## config.mk

```make
export PLATFORM = sky130hd
export DESIGN_NAME = muxn_rr_stream
export DESIGN_NICKNAME = d
export VERILOG_FILES = /design/src/rtl/muxn_pkg.sv /design/src/rtl/muxn_rr_stream_rr_arbiter.sv /design/src/rtl/muxn_rr_stream.sv
export SDC_FILE = /design/constraint.sdc
export NUM_CORES = 1
export LEC_CHECK = 0
export ABC_CLOCK_PERIOD_IN_PS = 4000
export CAP_MARGIN = 25
export CELL_PAD_IN_SITES_DETAIL_PLACEMENT = 0
export CELL_PAD_IN_SITES_GLOBAL_PLACEMENT = 1
export CORE_MARGIN = 3
export CORE_UTILIZATION = 24
export DETAILED_ROUTE_END_ITERATION = 8
export PLACE_DENSITY = 0.78
export SETUP_SLACK_MARGIN = 0.4
export SLEW_MARGIN = 10
export SYNTH_ARGS = -nofsm -noshare
export SYNTH_HDL_FRONTEND = slang
export SYNTH_SLANG_ARGS = --single-unit
export TNS_END_PERCENT = 20
```

## constraint.sdc

```tcl
create_clock -name clk -period 4 [get_ports clk]
set_clock_uncertainty 0.15 [all_clocks]
set_input_delay 1.2 -clock clk [delete_from_list [all_inputs] [get_ports clk]]
set_output_delay 1.2 -clock clk [all_outputs]
set_load 0.02 [all_outputs]
```

## src/rtl/muxn_pkg.sv

```systemverilog
`default_nettype none
// +----------------------------------------------------------------------------+
// | Module      : muxn_pkg                                                     |
// | Description : Shared mode encoding and limits for the N-channel selector. |
// | Revision    : 1.0 - initial release                                        |
// +----------------------------------------------------------------------------+
package muxn_pkg;

    typedef enum logic {
        MODE_FIXED = 1'b0,
        MODE_RR    = 1'b1
    } mux_mode_e;

    localparam int MAX_NCH = 16;

endpackage
`default_nettype wire

```

## src/rtl/muxn_rr_stream_rr_arbiter.sv

```systemverilog
`default_nettype none
// +----------------------------------------------------------------------------+
// | Module      : rr_arbiter                                                   |
// | Description : Combinational rotate-scan arbiter starting after ptr.       |
// | Revision    : 1.0 - initial release                                        |
// +----------------------------------------------------------------------------+
module rr_arbiter
    import muxn_pkg::*;
#(
    parameter  int NCH  = 4,
    localparam int SELW = $clog2(NCH)
) (
    input  logic [NCH-1:0]  req,
    input  logic [SELW-1:0] ptr,
    input  logic            en,
    output logic            gnt_vld,
    output logic [SELW-1:0] gnt_idx
);

    localparam logic [SELW:0] c_nch = (SELW+1)'(NCH);

    logic [SELW:0] w_sum;

    // Scan ptr+1 .. ptr+NCH; the last step revisits ptr itself so a lone
    // requester keeps winning.
    always_comb begin
        gnt_vld = 1'b0;
        gnt_idx = '0;
        w_sum   = '0;
        for (int k = 1; k <= NCH; k++) begin
            w_sum = {1'b0, ptr} + (SELW+1)'(k);
            if (w_sum >= c_nch) begin
                w_sum = w_sum - c_nch;
            end
            if (en && !gnt_vld && req[w_sum[SELW-1:0]]) begin
                gnt_vld = 1'b1;
                gnt_idx = w_sum[SELW-1:0];
            end
        end
    end

endmodule
`default_nettype wire

```

## src/rtl/muxn_rr_stream.sv

```systemverilog
`default_nettype none
// +----------------------------------------------------------------------------+
// | Module      : muxn_rr_stream                                               |
// | Description : N-channel valid/ready stream selector, fixed or round-robin.|
// | Revision    : 1.0 - initial release                                        |
// +----------------------------------------------------------------------------+
module muxn_rr_stream
    import muxn_pkg::*;
#(
    parameter  int WIDTH = 8,
    parameter  int NCH   = 4,
    localparam int SELW  = $clog2(NCH)
) (
    input  logic                      clk,
    input  logic                      rst_n,
    input  logic                      mode,
    input  logic [SELW-1:0]           sel,
    input  logic [NCH-1:0][WIDTH-1:0] in_data,
    input  logic [NCH-1:0]            in_valid,
    output logic [NCH-1:0]            in_ready,
    output logic [WIDTH-1:0]          out_data,
    output logic [SELW-1:0]           out_ch,
    output logic                      out_valid,
    input  logic                      out_ready
);

    localparam logic [SELW:0] c_nch = (SELW+1)'(NCH);

    logic [WIDTH-1:0]     r_out_data;
    logic [SELW-1:0]      r_out_ch;
    logic                 r_out_valid;
    logic [SELW-1:0]      r_ptr;

    logic                 w_load_ok;
    logic                 w_fixed_ok;
    logic [2**SELW-1:0]   w_valid_ext;
    logic                 w_rr_vld;
    logic [SELW-1:0]      w_rr_idx;
    logic                 w_gnt_vld;
    logic [SELW-1:0]      w_gnt_idx;
    logic [NCH-1:0]       w_ready;

    assign w_load_ok = !r_out_valid || out_ready;

    // Zero-extended so an out-of-range sel reads a 0 valid bit.
    always_comb begin
        w_valid_ext          = '0;
        w_valid_ext[NCH-1:0] = in_valid;
    end

    assign w_fixed_ok = ({1'b0, sel} < c_nch) && w_valid_ext[sel];

    rr_arbiter #(
        .NCH     (NCH)
    ) u_arb (
        .req     (in_valid),
        .ptr     (r_ptr),
        .en      (w_load_ok && (mode == MODE_RR)),
        .gnt_vld (w_rr_vld),
        .gnt_idx (w_rr_idx)
    );

    always_comb begin
        w_gnt_vld = 1'b0;
        w_gnt_idx = '0;
        if (mode == MODE_RR) begin
            w_gnt_vld = w_rr_vld;
            w_gnt_idx = w_rr_idx;
        end else if (w_load_ok && w_fixed_ok) begin
            w_gnt_vld = 1'b1;
            w_gnt_idx = sel;
        end
    end

    always_comb begin
        w_ready = '0;
        if (rst_n && w_gnt_vld) begin
            w_ready[w_gnt_idx] = 1'b1;
        end
    end

    always_ff @(posedge clk) begin
        if (!rst_n) begin
            r_out_valid <= 1'b0;
            r_out_data  <= '0;
            r_out_ch    <= '0;
            r_ptr       <= SELW'(NCH - 1);
        end else if (w_gnt_vld) begin
            r_out_valid <= 1'b1;
            r_out_data  <= in_data[w_gnt_idx];
            r_out_ch    <= w_gnt_idx;
            r_ptr       <= w_gnt_idx;
        end else if (out_ready) begin
            r_out_valid <= 1'b0;
        end
    end

    assign in_ready  = w_ready;
    assign out_data  = r_out_data;
    assign out_ch    = r_out_ch;
    assign out_valid = r_out_valid;

endmodule
`default_nettype wire

```

Yosys cells after proc, flatten, opt, wreduce, memory -nomap -nowiden
Index checks and enable logic that the tools add are counted.
{"block": "classes", "add_sub_neg": 8, "order_cmp": 11, "reduce_logical": 17, "mux": 33}
{"cell": "$mux W2", "n": 10}
{"cell": "$lt A2 B3 Y1 const B", "n": 6}
{"cell": "$bmux W8 S2", "n": 1}
{"cell": "$mux W1", "n": 14}
{"cell": "$ge A3 B3 Y1 const B", "n": 4}
{"cell": "$logic_and A1 B1 Y1", "n": 11}
{"cell": "$bmux W1 S2", "n": 5}
{"cell": "$mux W8", "n": 1}
{"cell": "$sub A2 B1 Y2 const B", "n": 4}
{"cell": "$add A2 B2 Y3 const B", "n": 2}
{"cell": "$logic_not A1 Y1", "n": 4}
{"cell": "$mux W4", "n": 1}
{"cell": "$add A2 B1 Y3 const B", "n": 1}
{"cell": "$add A2 B3 Y3 const B", "n": 1}
{"cell": "$demux W1 S2", "n": 1}
{"cell": "$ge A2 B1 Y1 const B", "n": 1}
{"cell": "$reduce_bool A2 Y1", "n": 1}
{"cell": "$logic_or A1 B1 Y1", "n": 1}
{"block": "word_totals", "register_bits": 13, "out_inout_bits": 15, "input_bits": 42, "word_cells": 73}

Logic depth before layout (Yosys ltp)
Gate-level depths: netlist of run 1.
{"block": "logic_depth", "depth_word": 25, "mapped_depth": 8, "ltp_nobuf": 6}

Hierarchy
Synthesis of run 1 repeated with hierarchy kept, for this count alone.
{"block": "unflattened", "cells_unflattened": 98, "area_unflattened_um2": 919.6}
{"module": "muxn_rr_stream", "n_inst": 1, "cells_per_inst": 81, "area_per_inst_um2": 823.3, "seq_area_each_um2": 260.2}
{"module": "rr_arbiter", "n_inst": 1, "cells_per_inst": 17, "area_per_inst_um2": 96.3, "seq_area_each_um2": 0.0}

Worst setup path before layout of run 1
OpenSTA, ideal clock, no wires.
{"block": "synth_path", "kind": "input port to output port", "start": "in in_valid[3]", "end": "out in_ready[1]", "stages": 6, "path_buffers": 1, "required_ps": 2650, "t_arrival_ps": 3011, "setup_slack_ps": -361, "path_cell_list": "buf_6 nor2_2 mux4_2 a311oi_4 nor2_4 nor3_1"}
{"block": "synth_via", "elab_chain_cells": 22, "elab_cells_between_ends": 40, "cone_classes": "2 x order compare; 25 x mux; 13 x reduce/logical"}
{"element": "from (decl)", "line": "muxn_rr_stream.sv:19", "source": "input logic [NCH-1:0] in_valid,"}
{"element": "$bmux W1 S2", "line": "muxn_rr_stream_rr_arbiter.sv:35", "source": "if (en && !gnt_vld && req[w_sum[SELW-1:0]]) begin"}
{"element": "$mux W1 (implied by the code)", "line": "muxn_rr_stream_rr_arbiter.sv:35"}
{"element": "$logic_and A1 B1 Y1", "line": "muxn_rr_stream_rr_arbiter.sv:35"}
{"element": "$mux W1", "line": "muxn_rr_stream_rr_arbiter.sv:35"}
{"element": "$logic_not A1 Y1", "line": "muxn_rr_stream_rr_arbiter.sv:35"}
{"element": "$logic_and A1 B1 Y1 (2 in series)", "line": "muxn_rr_stream_rr_arbiter.sv:35"}
{"element": "$mux W1", "line": "muxn_rr_stream_rr_arbiter.sv:35"}
{"element": "$logic_not A1 Y1", "line": "muxn_rr_stream_rr_arbiter.sv:35"}
{"element": "[... 4 more ...]"}
{"element": "$logic_and A1 B1 Y1 (2 in series)", "line": "muxn_rr_stream_rr_arbiter.sv:35"}
{"element": "$mux W2", "line": "muxn_rr_stream_rr_arbiter.sv:35"}
{"element": "$mux W2", "line": "muxn_rr_stream.sv:66", "source": "if (mode == MODE_RR) begin"}
{"element": "$lt A2 B3 Y1 (implied by the code) or $ge A2 B1 Y1 (tied branches)", "line": "muxn_rr_stream.sv:78", "source": "w_ready[w_gnt_idx] = 1'b1;"}
{"element": "$logic_and A1 B1 Y1 (implied by the code)", "line": "muxn_rr_stream.sv:78"}
{"element": "$mux W1 (implied by the code)", "line": "muxn_rr_stream.sv:78"}
{"element": "$demux W1 S2", "line": "muxn_rr_stream.sv:78"}
{"element": "$mux W4 *", "line": "muxn_rr_stream.sv:77", "source": "if (rst_n && w_gnt_vld) begin"}
{"element": "to (decl)", "line": "muxn_rr_stream.sv:20", "source": "output logic [NCH-1:0] in_ready,"}
Every way passes the cells marked *; elsewhere a longest branch is shown, timed or not. The select of a mux whose other input is x is not followed.

Worst setup path after layout of run 1
{"block": "layout_path", "start": "in in_valid[2]", "end": "out in_ready[1]"}
The elaborated chain is that of the path after synthesis.

==> results of run 1 <==
-- worst max path at each step --
stage | from | end | slack (ns) | cells after the start
2_1_floorplan | in_valid[2] | in_ready[1] | 0.004 | 6
3_3_place_gp | in_valid[2] | in_ready[1] | -0.89 | 7
3_5_place_dp | in_valid[2] | in_ready[0] | -0.93 | 10
4_1_cts | in_valid[3] | in_ready[1] | 0.003 | 9
5_1_grt | in_valid[3] | in_ready[1] | -0.04 | 9
6_report | in_valid[2] | in_ready[1] | 0.07 | 7
-- worst max-delay path, stage by stage --
cell and delay [ns]:
buf_8 0.10, nor2_4 0.04, mux4_2 0.50, a311oi_4 0.38, nor2_4 0.09, nor3_4 0.12, buf_6 0.14
-- metrics by stage --
step / hold slack [ns] / cells / total power, mW / cell area, sq um / TNS [ns]
floorplan: 0.356 / 121 / 0.300 / 1050 / 0
global placement: 0.299 / 240 / 0.421 / 1770 / -3.53
detailed placement: 0.319 / 240 / 0.426 / 1770 / -3.67
CTS: 0.326 / 253 / 0.580 / 1950 / 0
global route: 0.348 / 254 / 0.614 / 1970 / -0.0685
finish: 0.321 / 254 / 0.577 / 1970 / 0
-- layout make-up --
class	instances	share of cell area
clock buffer	4	0.0228
tap	48	0.0304
inverter	2	0.00380
sequential	13	0.132
timing repair buffer	89	0.425
multi-input combinational	98	0.387
-- cells in the final DEF (no fill, tap or decap), types with 2 or more instances in the layout --
cell | netlist | final
nand2_2 | 0 | 2
clkdlybuf4s50_1 | 0 | 44
dfxtp_1 | 13 | 13
nor2_1 | 7 | 5
nand3_1 | 11 | 10
inv_1 | 2 | 2
buf_8 | 0 | 2
a211o_1 | 8 | 8
dlygate4sd2_1 | 0 | 3
a21oi_1 | 4 | 4
buf_6 | 3 | 7
o211ai_1 | 10 | 10
nand2b_1 | 2 | 2
o21ai_1 | 9 | 9
nor2_4 | 1 | 3
buf_4 | 0 | 30
clkbuf_8 | 0 | 3
nand2_1 | 15 | 13
mux2i_1 | 13 | 13
-- flip-flops by register name, indices dropped and copies added, names as in the netlist --
name and cells:
out_ch 2, out_data 8, out_valid 1, r_ptr 2
-- timing repair --
| item | 4_1_cts | 5_1_grt |
|---|---|---|
| gates resized for setup | 59 | 5 |
| pin swaps | 8 | 7 |
| buffers inserted | 9 | 1 |
| endpoints found under the setup margin | 4 | 4 |
-- logic make-up after synthesis --
family | synth area share
and+or+nand+nor | 0.223
AOI/OAI and AO/OA | 0.303
muxes | 0.152
DFF | 0.259
buffers and inverters | 0.0634
-- where the power goes --
group	switching, mW	leakage (nW)	internal (mW)
Combinational	0.131	0.648	0.162
Sequential	0.0175	0.108	0.148
Clock	0.0477	0.0228	0.0704
Total	0.196	0.779	0.380
-- metal layers --
layer | vias to the layer above | track usage | wire [microns]
met5 | - | 0 | 0
met4 | 0 | 0.0605 | 79
met3 | 9 | 0.0341 | 258
met2 | 55 | 0.252 | 1780
met1 | 555 | 0.192 | 1570
li1 | 626 | - | -
==> summary.md, run 1 <==
| Metric | Value |
|---|---|
| Outcome | finished, final reports clean |
| Rel. slew slack | 0.621 |
| Die X | slightly above 70 microns |
| CTS H-tree lvls | 1 |
| Worst Hold Path Cells | 2 |
| Synth Register Bits | 13 |
| Final Worst Setup Slack | approximately 0.066 ns |
| CTS buffer count | 3 |
| Worst slew pin tran | roughly 0.57 ns |
| Peak supply drop | roughly 0.00015 V |
| Fillcell total | between 300 and 400 |
| Hold endpoint | out_ch[0]$_SDFFE_PN0P_ |
| Remaining DRCs | 0 |
| Net count after synthesis | roughly 160 |
| Vias | approximately 1200 |
| IO Port Bufs | 56 |
| Clock Latency Late Sink | 0.24 ns |
| Worst min path class | reg -> reg |
| Root Driver | clkbuf_8 |
| Initial antenna violation count | 0 |
| Seq/Total Area, Yosys | 0.259 |
| Wire length of the first global-routing pass | between 6000 and 7000 microns |
| Number of diodes | 0 |
| R2r setup slk | about 1.3 ns |
| Post-synth top area share | 0.259 |
| Antenna viol nets, final | 0 |
| Post-detail-place hpwl | 2880 microns |
| DR vias/cell | 4.90 |
| Post-synth top cells | nand2_1, dfxtp_1, mux2i_1 |
| Post-Syn Area per Cell | 8.31 sq um |
| Crit path kind | in -> out |
| CTS max path bufs | 2 |
| Synthesized area | a little over 1000 sq um |
| Post-synth top area cell | dfxtp_1 |
| Total grt overflow | 0 |
| CTS tree | done |
| Gr usage total | 0.153 |
| Final Slew Violations | 0 |
| Synth cell types | 31 |
| Cts hold-fix bufs | 0 |
| Reg-to-Reg End | out_data[4]$_SDFFE_PN0P_ |
| Initial core utilization | 0.261 |
| Achievable frequency | 0.254 GHz |
| Crit path launch type | input pin |
| Gpl congestion | about 0.78 |
| Critical Path Sink Type | primary output |
| Routed len/inst | around 15 microns |
| Pre-CTS WS | -0.932 ns |
| CP max FO | 7 |
| CP arrival | around 2.6 ns |
| Setup violations, final | 0 |
| Async SR Flop Fraction | 0 |
| Sink Count | 13 |
| HP Start | out_ch[0]$_SDFFE_PN0P_ |
| Critical Path RT | between 2 and 3 ns |
| Final Hold Vio Count | 0 |
| Row cnt | 22 |
| Flip-flop and latch area | around 260 sq um |
| Area contributors post-synth | dfxtp_1, mux2i_1, o211ai_1 |
| Tmin final | just under 4 ns |
| Max-Cap Viols | 0 |
| Core area | approximately 3900 sq um |
| CTS clk-pin slew, worst paths | roughly 0.050 ns |
| Area taken by multi-input logic gates | 763 sq um |
| Most common cell in the netlist | nand2_1 |
| Worst Reg-to-Reg Cells | 8 |
| Reg2reg start | r_ptr[1]$_SDFFE_PN1P_ |
| Die area | approximately 5000 sq um |
| Largest net degree at the start of global routing | 12 |
| Share of layout cells above drive strength 1 | 0.301 |
| Final wirelength | about 3700 microns |
| Die height | 70.7 microns |
| Leak | 0.779 nW |
| Tcrit/Tclk final | 0.983 |
| Fin util | 0.512 |
| Io pins | 57 |
| Initial drt markers | 27 |
| Yosys warning count | 0 |
| Cells after synthesis | about 120 |
| Most used flip-flop cell after synthesis | dfxtp_1 |
| Nets | ~250 |
| Vias in the first global route | about 1400 |
| Area delta synth->final | 96.3% |
| Post-synth EDFFs | 0 |
| RSZ-0062 raised after global routing | true |
| Pwr dens | between 200 and 300 nW/um^2 |
| Drt pass-1 iters | 4 |
No activity file was read; power rests on OpenSTA's default activity.
==> run 2, diff against run 1 <==
--- a/config.mk
+++ b/config.mk
@@ -5,14 +5,16 @@
 export SDC_FILE = /design/constraint.sdc
 export NUM_CORES = 1
 export LEC_CHECK = 0
+export ABC_AREA = 1
 export ABC_CLOCK_PERIOD_IN_PS = 4000
 export CAP_MARGIN = 25
 export CELL_PAD_IN_SITES_DETAIL_PLACEMENT = 0
 export CELL_PAD_IN_SITES_GLOBAL_PLACEMENT = 1
 export CORE_MARGIN = 3
-export CORE_UTILIZATION = 24
+export CORE_UTILIZATION = 25
 export DETAILED_ROUTE_END_ITERATION = 8
-export PLACE_DENSITY = 0.78
+export GPL_TIMING_DRIVEN = 0
+export PLACE_DENSITY = 0.77
 export SETUP_SLACK_MARGIN = 0.4
 export SLEW_MARGIN = 10
 export SYNTH_ARGS = -nofsm -noshare
==> run 2 against run 1 <==
Register-to-register slack better by 0.17 ns. Critical path type unchanged. Fmax down 1.3%. Die area up 23%.
==> summary.md, run 2 <==
| Metric | Value |
|---|---|
| Worst Hold Path Cells | 2 |
| Final Slew Violations | 0 |
| Worst slew pin tran | approximately 0.45 ns |
| Vias | roughly 1700 |
| Row cnt | 25 |
| Final Hold Vio Count | 0 |
| Worst min path class | reg -> reg |
| Tcrit/Tclk final | 0.996 |
| Most common cell in the netlist | nand2_1 |
| Die height | approximately 78 microns |
| Routed len/inst | 12.5 microns |
| Reg2reg start | r_ptr[1]$_SDFFE_PN1P_ |
| Max-Cap Viols | 0 |
| Drt pass-1 iters | 4 |
| Nets | between 300 and 400 |
| Reg-to-Reg End | out_data[0]$_SDFFE_PN0P_ |
| Synthesized area | 1310 sq um |
| Clock Latency Late Sink | roughly 0.25 ns |
| Gpl congestion | around 0.76 |
| Yosys warning count | 0 |
| Largest net degree at the start of global routing | 11 |
| Seq/Total Area, Yosys | 0.199 |
| Final Worst Setup Slack | approximately 0.015 ns |
| Post-synth EDFFs | 0 |
| Initial drt markers | 68 |
| RSZ-0062 raised after global routing | true |
| CTS H-tree lvls | 1 |
| Peak supply drop | about 0.0003 V |
| HP Start | out_ch[0]$_SDFFE_PN0P_ |
| Net count after synthesis | approximately 260 |
| Crit path launch type | input pin |
| Share of layout cells above drive strength 1 | 0.400 |
| Async SR Flop Fraction | 0 |
| Rel. slew slack | 0.697 |
| DR vias/cell | between 4 and 5 |
| Setup violations, final | 0 |
| Commonest cells after routing, fill and taps aside | nand2_1, clkdlybuf4s50_1, buf_4, nand3_1, nor2_1 |
| Core area | just under 5000 sq um |
| Leak | 1.20 nW |
| CP max FO | 4 |
| Cells after synthesis | ~220 |
| Largest register FFs | 8 |
| Crit path kind | in -> out |
| Worst Reg-to-Reg Cells | 20 |
| Hold endpoint | out_ch[0]$_SDFFE_PN0P_ |
| Sequential Power Share | 0.119 |
| Synth Register Bits | 13 |
| Top Layer Used | met4 |
| Tot Pwr | slightly above 2 mW |
| Pwr dens | around 800 nW/um^2 |
| CTS tree | done |
| Wire length of the first global-routing pass | between 7000 and 8000 microns |
| Sw frac | 0.498 |
| Sink Count | 13 |
| Power share of the combinational group | 0.820 |
| Fillcell total | 492 |
| Number of diodes | 0 |
| M1 wire length | a little over 2000 microns |
| Initial core utilization | 0.268 |
| Final instance area | about 2500 sq um |
| IO Port Bufs | 56 |
| WL met3 | 243 microns |
| Post-synth top area share | 0.212 |
| Commonest non-fill, non-tap cell in the layout | nand2_1 |
| Outcome | finished, final reports clean |
| Fin util | 0.521 |
| Critical Path Sink Type | primary output |
| Pre-CTS WS | -0.987 ns |
| Area contributors post-synth | nand2_1, dfxtp_1, nand3_1 |
| Remaining DRCs | 0 |
| CTS max path bufs | 2 |
| Area delta synth->final | 94.4% |
| Post-Syn Area per Cell | 6.03 sq um |
| Most used flip-flop cell after synthesis | dfxtp_1 |
| DP Area | ~2100 sq um |
| Initial antenna violation count | 0 |
| CTS clk-pin slew, worst paths | 0.06 ns |
| Synth cell types | 26 |
| Post-detail-place hpwl | approximately 3300 microns |
| Post-synth top area cell | nand2_1 |
| Clock Power Share | 0.061 |
| Io pins | 57 |
| R2r setup slk | 1.47 ns |
| Achievable frequency | 0.251 GHz |
| Antenna viol nets, final | 0 |
| Final wirelength | ~4600 microns |
| Tmin final | roughly 4.0 ns |
| CP arrival | approximately 2.6 ns |
| Root Driver | clkbuf_8 |
| Internal Pwr Total | 1.02 mW |
| Met2 Routed Length | about 2300 microns |
| Vias in the first global route | ~1600 |
| Area taken by multi-input logic gates | between 1000 and 1500 sq um |
| Flip-flop and latch area | between 200 and 300 sq um |
| Total grt overflow | 0 |
| Critical Path RT | about 2.7 ns |
| Die X | 78.3 microns |
| Sw power | roughly 1.0 mW |
| CTS buffer count | 3 |
| Gr usage total | 0.150 |
| Post-synth top cells | nand2_1, nand3_1, nor2_1 |
| Die area | approximately 6000 sq um |
-- run 2: cell count changes after synthesis, sizes merged, moves of 2 or more --
cell,change
a211o,-8
clkbuf,-2
inv,+21
mux2i,-13
nand2,+71
nand2b,-3
nand3,+22
nand4,+10
nor2,+20
nor2b,-2
nor3,+2
o211ai,-8
o21ai,-2
o221ai,-2
-- run 2: how the worst max path moves through the flow --
| stage | cells past startpoint | start | to |
|---|---|---|---|
| after CTS | 14 | in_valid[1] | in_ready[1] |
| after global placement | 12 | in_valid[1] | in_ready[0] |
| after floorplan | 11 | mode | in_ready[0] |
| final | 16 | in_valid[3] | in_ready[3] |
| after global routing | 16 | in_valid[3] | in_ready[3] |
| after detailed placement | 12 | in_valid[1] | in_ready[0] |
-- run 2: metrics by stage --
stage / cells / TNS (ns) / hold slack (ns)
final: 372 / 0 / 0.318
after CTS: 365 / 0 / 0.320
after floorplan: 217 / 0 / 0.386
after global placement: 340 / -3.82 / 0.304
after global routing: 372 / -0.384 / 0.329
after detailed placement: 340 / -3.85 / 0.310
-- run 2: layout make-up --
type / instances / area share
Clock buffer: 4 / 0.0177
Multi-Input combinational cell: 175 / 0.462
Sequential cell: 13 / 0.102
Timing Repair Buffer: 84 / 0.314
Tap cell: 67 / 0.0330
Inverter: 23 / 0.0369
Buffer: 6 / 0.0340
-- run 2: logic make-up after synthesis --
| logic type | Yosys count | share of synthesized area |
|---|---|---|
| DFF | 13 | 0.199 |
| and+or+nand+nor | 162 | 0.635 |
| buffers and inverters | 29 | 0.112 |
| AOI/OAI and AO/OA | 13 | 0.0536 |
-- run 2: repair_timing --
action                     CTS  global route
hold buffers                 0             0
setup endpoints to repair    4             4
pin swaps                   35            21
buffers inserted            21             7
gates resized for setup    104            21
-- run 2: worst max-delay path, cell delays in order --
cell     delay (ns)
buf_8          0.11
inv_2          0.04
nand2_1        0.04
nand2_1        0.09
nand2_2        0.06
nand2_4        0.10
nand3_2        0.08
nor2_2         0.14
nand2_1        0.08
nand2_1        0.09
inv_2          0.05
nand2_4        0.06
nor2_4         0.04
buf_8          0.12
nor3_4         0.18
buf_6          0.14
-- run 2: layer usage --
layer,up-vias,GRT usage
li1,880,-
met1,748,0.193
met2,35,0.253
met3,4,0.0378
met4,0,0.0315
met5,-,0
-- run 2: power groups by stage --
stage,Sequential [mW],Combinational (mW),Clock [mW]
5_1_grt,0.253,1.81,0.133
2_1_floorplan,0.299,0.863,0
6_report,0.241,1.66,0.124
4_1_cts,0.240,1.54,0.125
3_3_place_gp,0.240,1.27,0
3_5_place_dp,0.239,1.27,0
==> run 3, diff against run 2 <==
--- a/config.mk
+++ b/config.mk
@@ -8,7 +8,7 @@
 export ABC_AREA = 1
 export ABC_CLOCK_PERIOD_IN_PS = 4000
 export CAP_MARGIN = 25
-export CELL_PAD_IN_SITES_DETAIL_PLACEMENT = 0
+export CELL_PAD_IN_SITES_DETAIL_PLACEMENT = 1
 export CELL_PAD_IN_SITES_GLOBAL_PLACEMENT = 1
 export CORE_MARGIN = 3
 export CORE_UTILIZATION = 25
==> run 3 against run 2 <==
Global-route usage up 3.5 points. Critical endpoint unchanged. Clock power increased by 3%. Die area stayed put. Sequential share of layout area grew 0.60 points.
==> summary.md, run 3 (synthesis gave the netlist of run 2 again) <==
| Metric | Value |
|---|---|
| Gpl congestion | around 0.76 |
| Die area | about 6000 sq um |
| Critical Path RT | around 2.7 ns |
| Largest register FFs | 8 |
| Crit path launch type | input pin |
| Pwr dens | 799 nW/um^2 |
| Gr usage total | 0.184 |
| Peak supply drop | between 0.0003 and 0.0004 V |
| Worst slew pin tran | around 0.47 ns |
| CP startpoint | in_valid[3] |
| Initial antenna violation count | 0 |
| Share of layout cells above drive strength 1 | 0.359 |
| Routed len/inst | 14.9 microns |
| Die X | just under 80 microns |
| HP Start | out_ch[0]$_SDFFE_PN0P_ |
| Worst min path class | reg -> reg |
| Antenna viol nets, final | 0 |
| CTS tree | done |
| Area delta synth->final | 83.6% |
| Reg2reg start | r_ptr[1]$_SDFFE_PN1P_ |
| Row cnt | 25 |
| Drt pass-1 iters | 4 |
| Core area | between 4000 and 5000 sq um |
| DP Area | about 2100 sq um |
| Vias | 1705 |
| Largest net degree at the start of global routing | 11 |
| Cts hold-fix bufs | 0 |
| Max-Cap Viols | 0 |
| Remaining DRCs | 0 |
| Initial core utilization | 0.268 |
| Wire length of the first global-routing pass | 9030 microns |
| Initial drt markers | 68 |
| Root Driver | clkbuf_8 |
| Crit path kind | in -> out |
| Nets | around 340 |
| Vias in the first global route | 1891 |
| Commonest cells after routing, fill and taps aside | nand2_1, clkdlybuf4s50_1, nand2_2, nand3_1, nor2_1 |
| CTS buffer count | 3 |
| IO Port Bufs | between 50 and 60 |
| CP arrival | ~2.6 ns |
| CP max FO | 4 |
| CTS clk-pin slew, worst paths | roughly 0.06 ns |
| Final wirelength | 5380 microns |
| Tcrit/Tclk final | 0.988 |
| CTS H-tree lvls | 1 |
| Setup violations, final | 0 |
| Dpl cells | between 300 and 400 |
| Achievable frequency | between 0.2 and 0.3 GHz |
| Tmin final | about 4.0 ns |
| Commonest non-fill, non-tap cell in the layout | nand2_1 |
| RSZ-0062 raised after global routing | true |
| Finished Layout Cells | roughly 360 |
| Critical Path Sink Type | primary output |
| Final Hold Vio Count | 0 |
| Io pins | 57 |
| Final Slew Violations | 0 |
| Die height | about 80 microns |
| Final instance area | 2400 sq um |
| Outcome | finished, final reports clean |
| Rel. slew slack | 0.688 |
| Post-detail-place hpwl | 3640 microns |
| Number of diodes | 0 |
| Leak | 1.11 nW |
| Total grt overflow | 0 |
| Clock Latency Late Sink | around 0.25 ns |
| Fillcell total | between 600 and 700 |
| CTS max path bufs | 2 |
| DR vias/cell | approximately 4.7 |
| Sink Count | 13 |
| Min Hold Slack | approximately 0.32 ns |
-- run 3: worst max-delay path: stages --
cell and delay [ns]:
buf_8 0.10, nand2_1 0.12, nand3_4 0.11, nand2_4 0.10, nand4_1 0.18, nor2_4 0.19
nor2_8 0.05, buf_6 0.11, nand2_4 0.05, nor2_4 0.05, nor3_4 0.17, buf_6 0.14
-- run 3: per-layer routing --
layer | global-route usage | routed length, microns
met1 | 0.212 | 2210
met2 | 0.328 | 2760
met3 | 0.0459 | 296
met4 | 0.0699 | 121
met5 | 0 | 0
-- run 3: timing repair --
action                     4_1_cts  5_1_grt
setup endpoints to repair        4        4
gates resized for setup        102        7
setup buffers                   18        0
pin swaps                       29        3
-- run 3: where the power goes --
group          total [mW]  switching (mW)  internal, mW
sequential          0.242          0.0469         0.195
combinational        1.55           0.897         0.652
clock               0.128          0.0577        0.0707
total                1.92            1.00         0.918
-- run 3: metrics by stage --
| step | util | total power, mW | setup slack (ns) | TNS, ns |
|---|---|---|---|---|
| floorplan | - | 1.16 | 0.270 | 0 |
| global placement | 0.426 | 1.51 | -0.981 | -3.82 |
| detailed placement | 0.426 | 1.53 | -1.00 | -3.96 |
| CTS | 0.488 | 1.88 | 0.0705 | 0 |
| global route | 0.492 | 2.09 | -0.0532 | -0.117 |
| finish | 0.492 | 1.92 | 0.0486 | 0 |
-- run 3: area by class of cell --
cell class                      instances  area, sq um  area share
Multi-Input combinational cell        175         1120       0.467
Buffer                                  6         86.3      0.0360
Sequential cell                        13          260       0.108
Timing Repair Buffer                   74          712       0.297
Inverter                               23         91.3      0.0380
Tap cell                               67         83.8      0.0349
Clock buffer                            4         45.0      0.0188
-- run 3: worst paths after layout --
kind                                            endpoint  slack, ns  cells past startpoint
worst max-delay path                         in_ready[3]       0.05                     12
worst min-delay path              out_ch[0]$_SDFFE_PN0P_       0.32                      2
worst max register to register  out_data[0]$_SDFFE_PN0P_       1.52                     17
worst min register to register    out_ch[0]$_SDFFE_PN0P_       0.32                      2
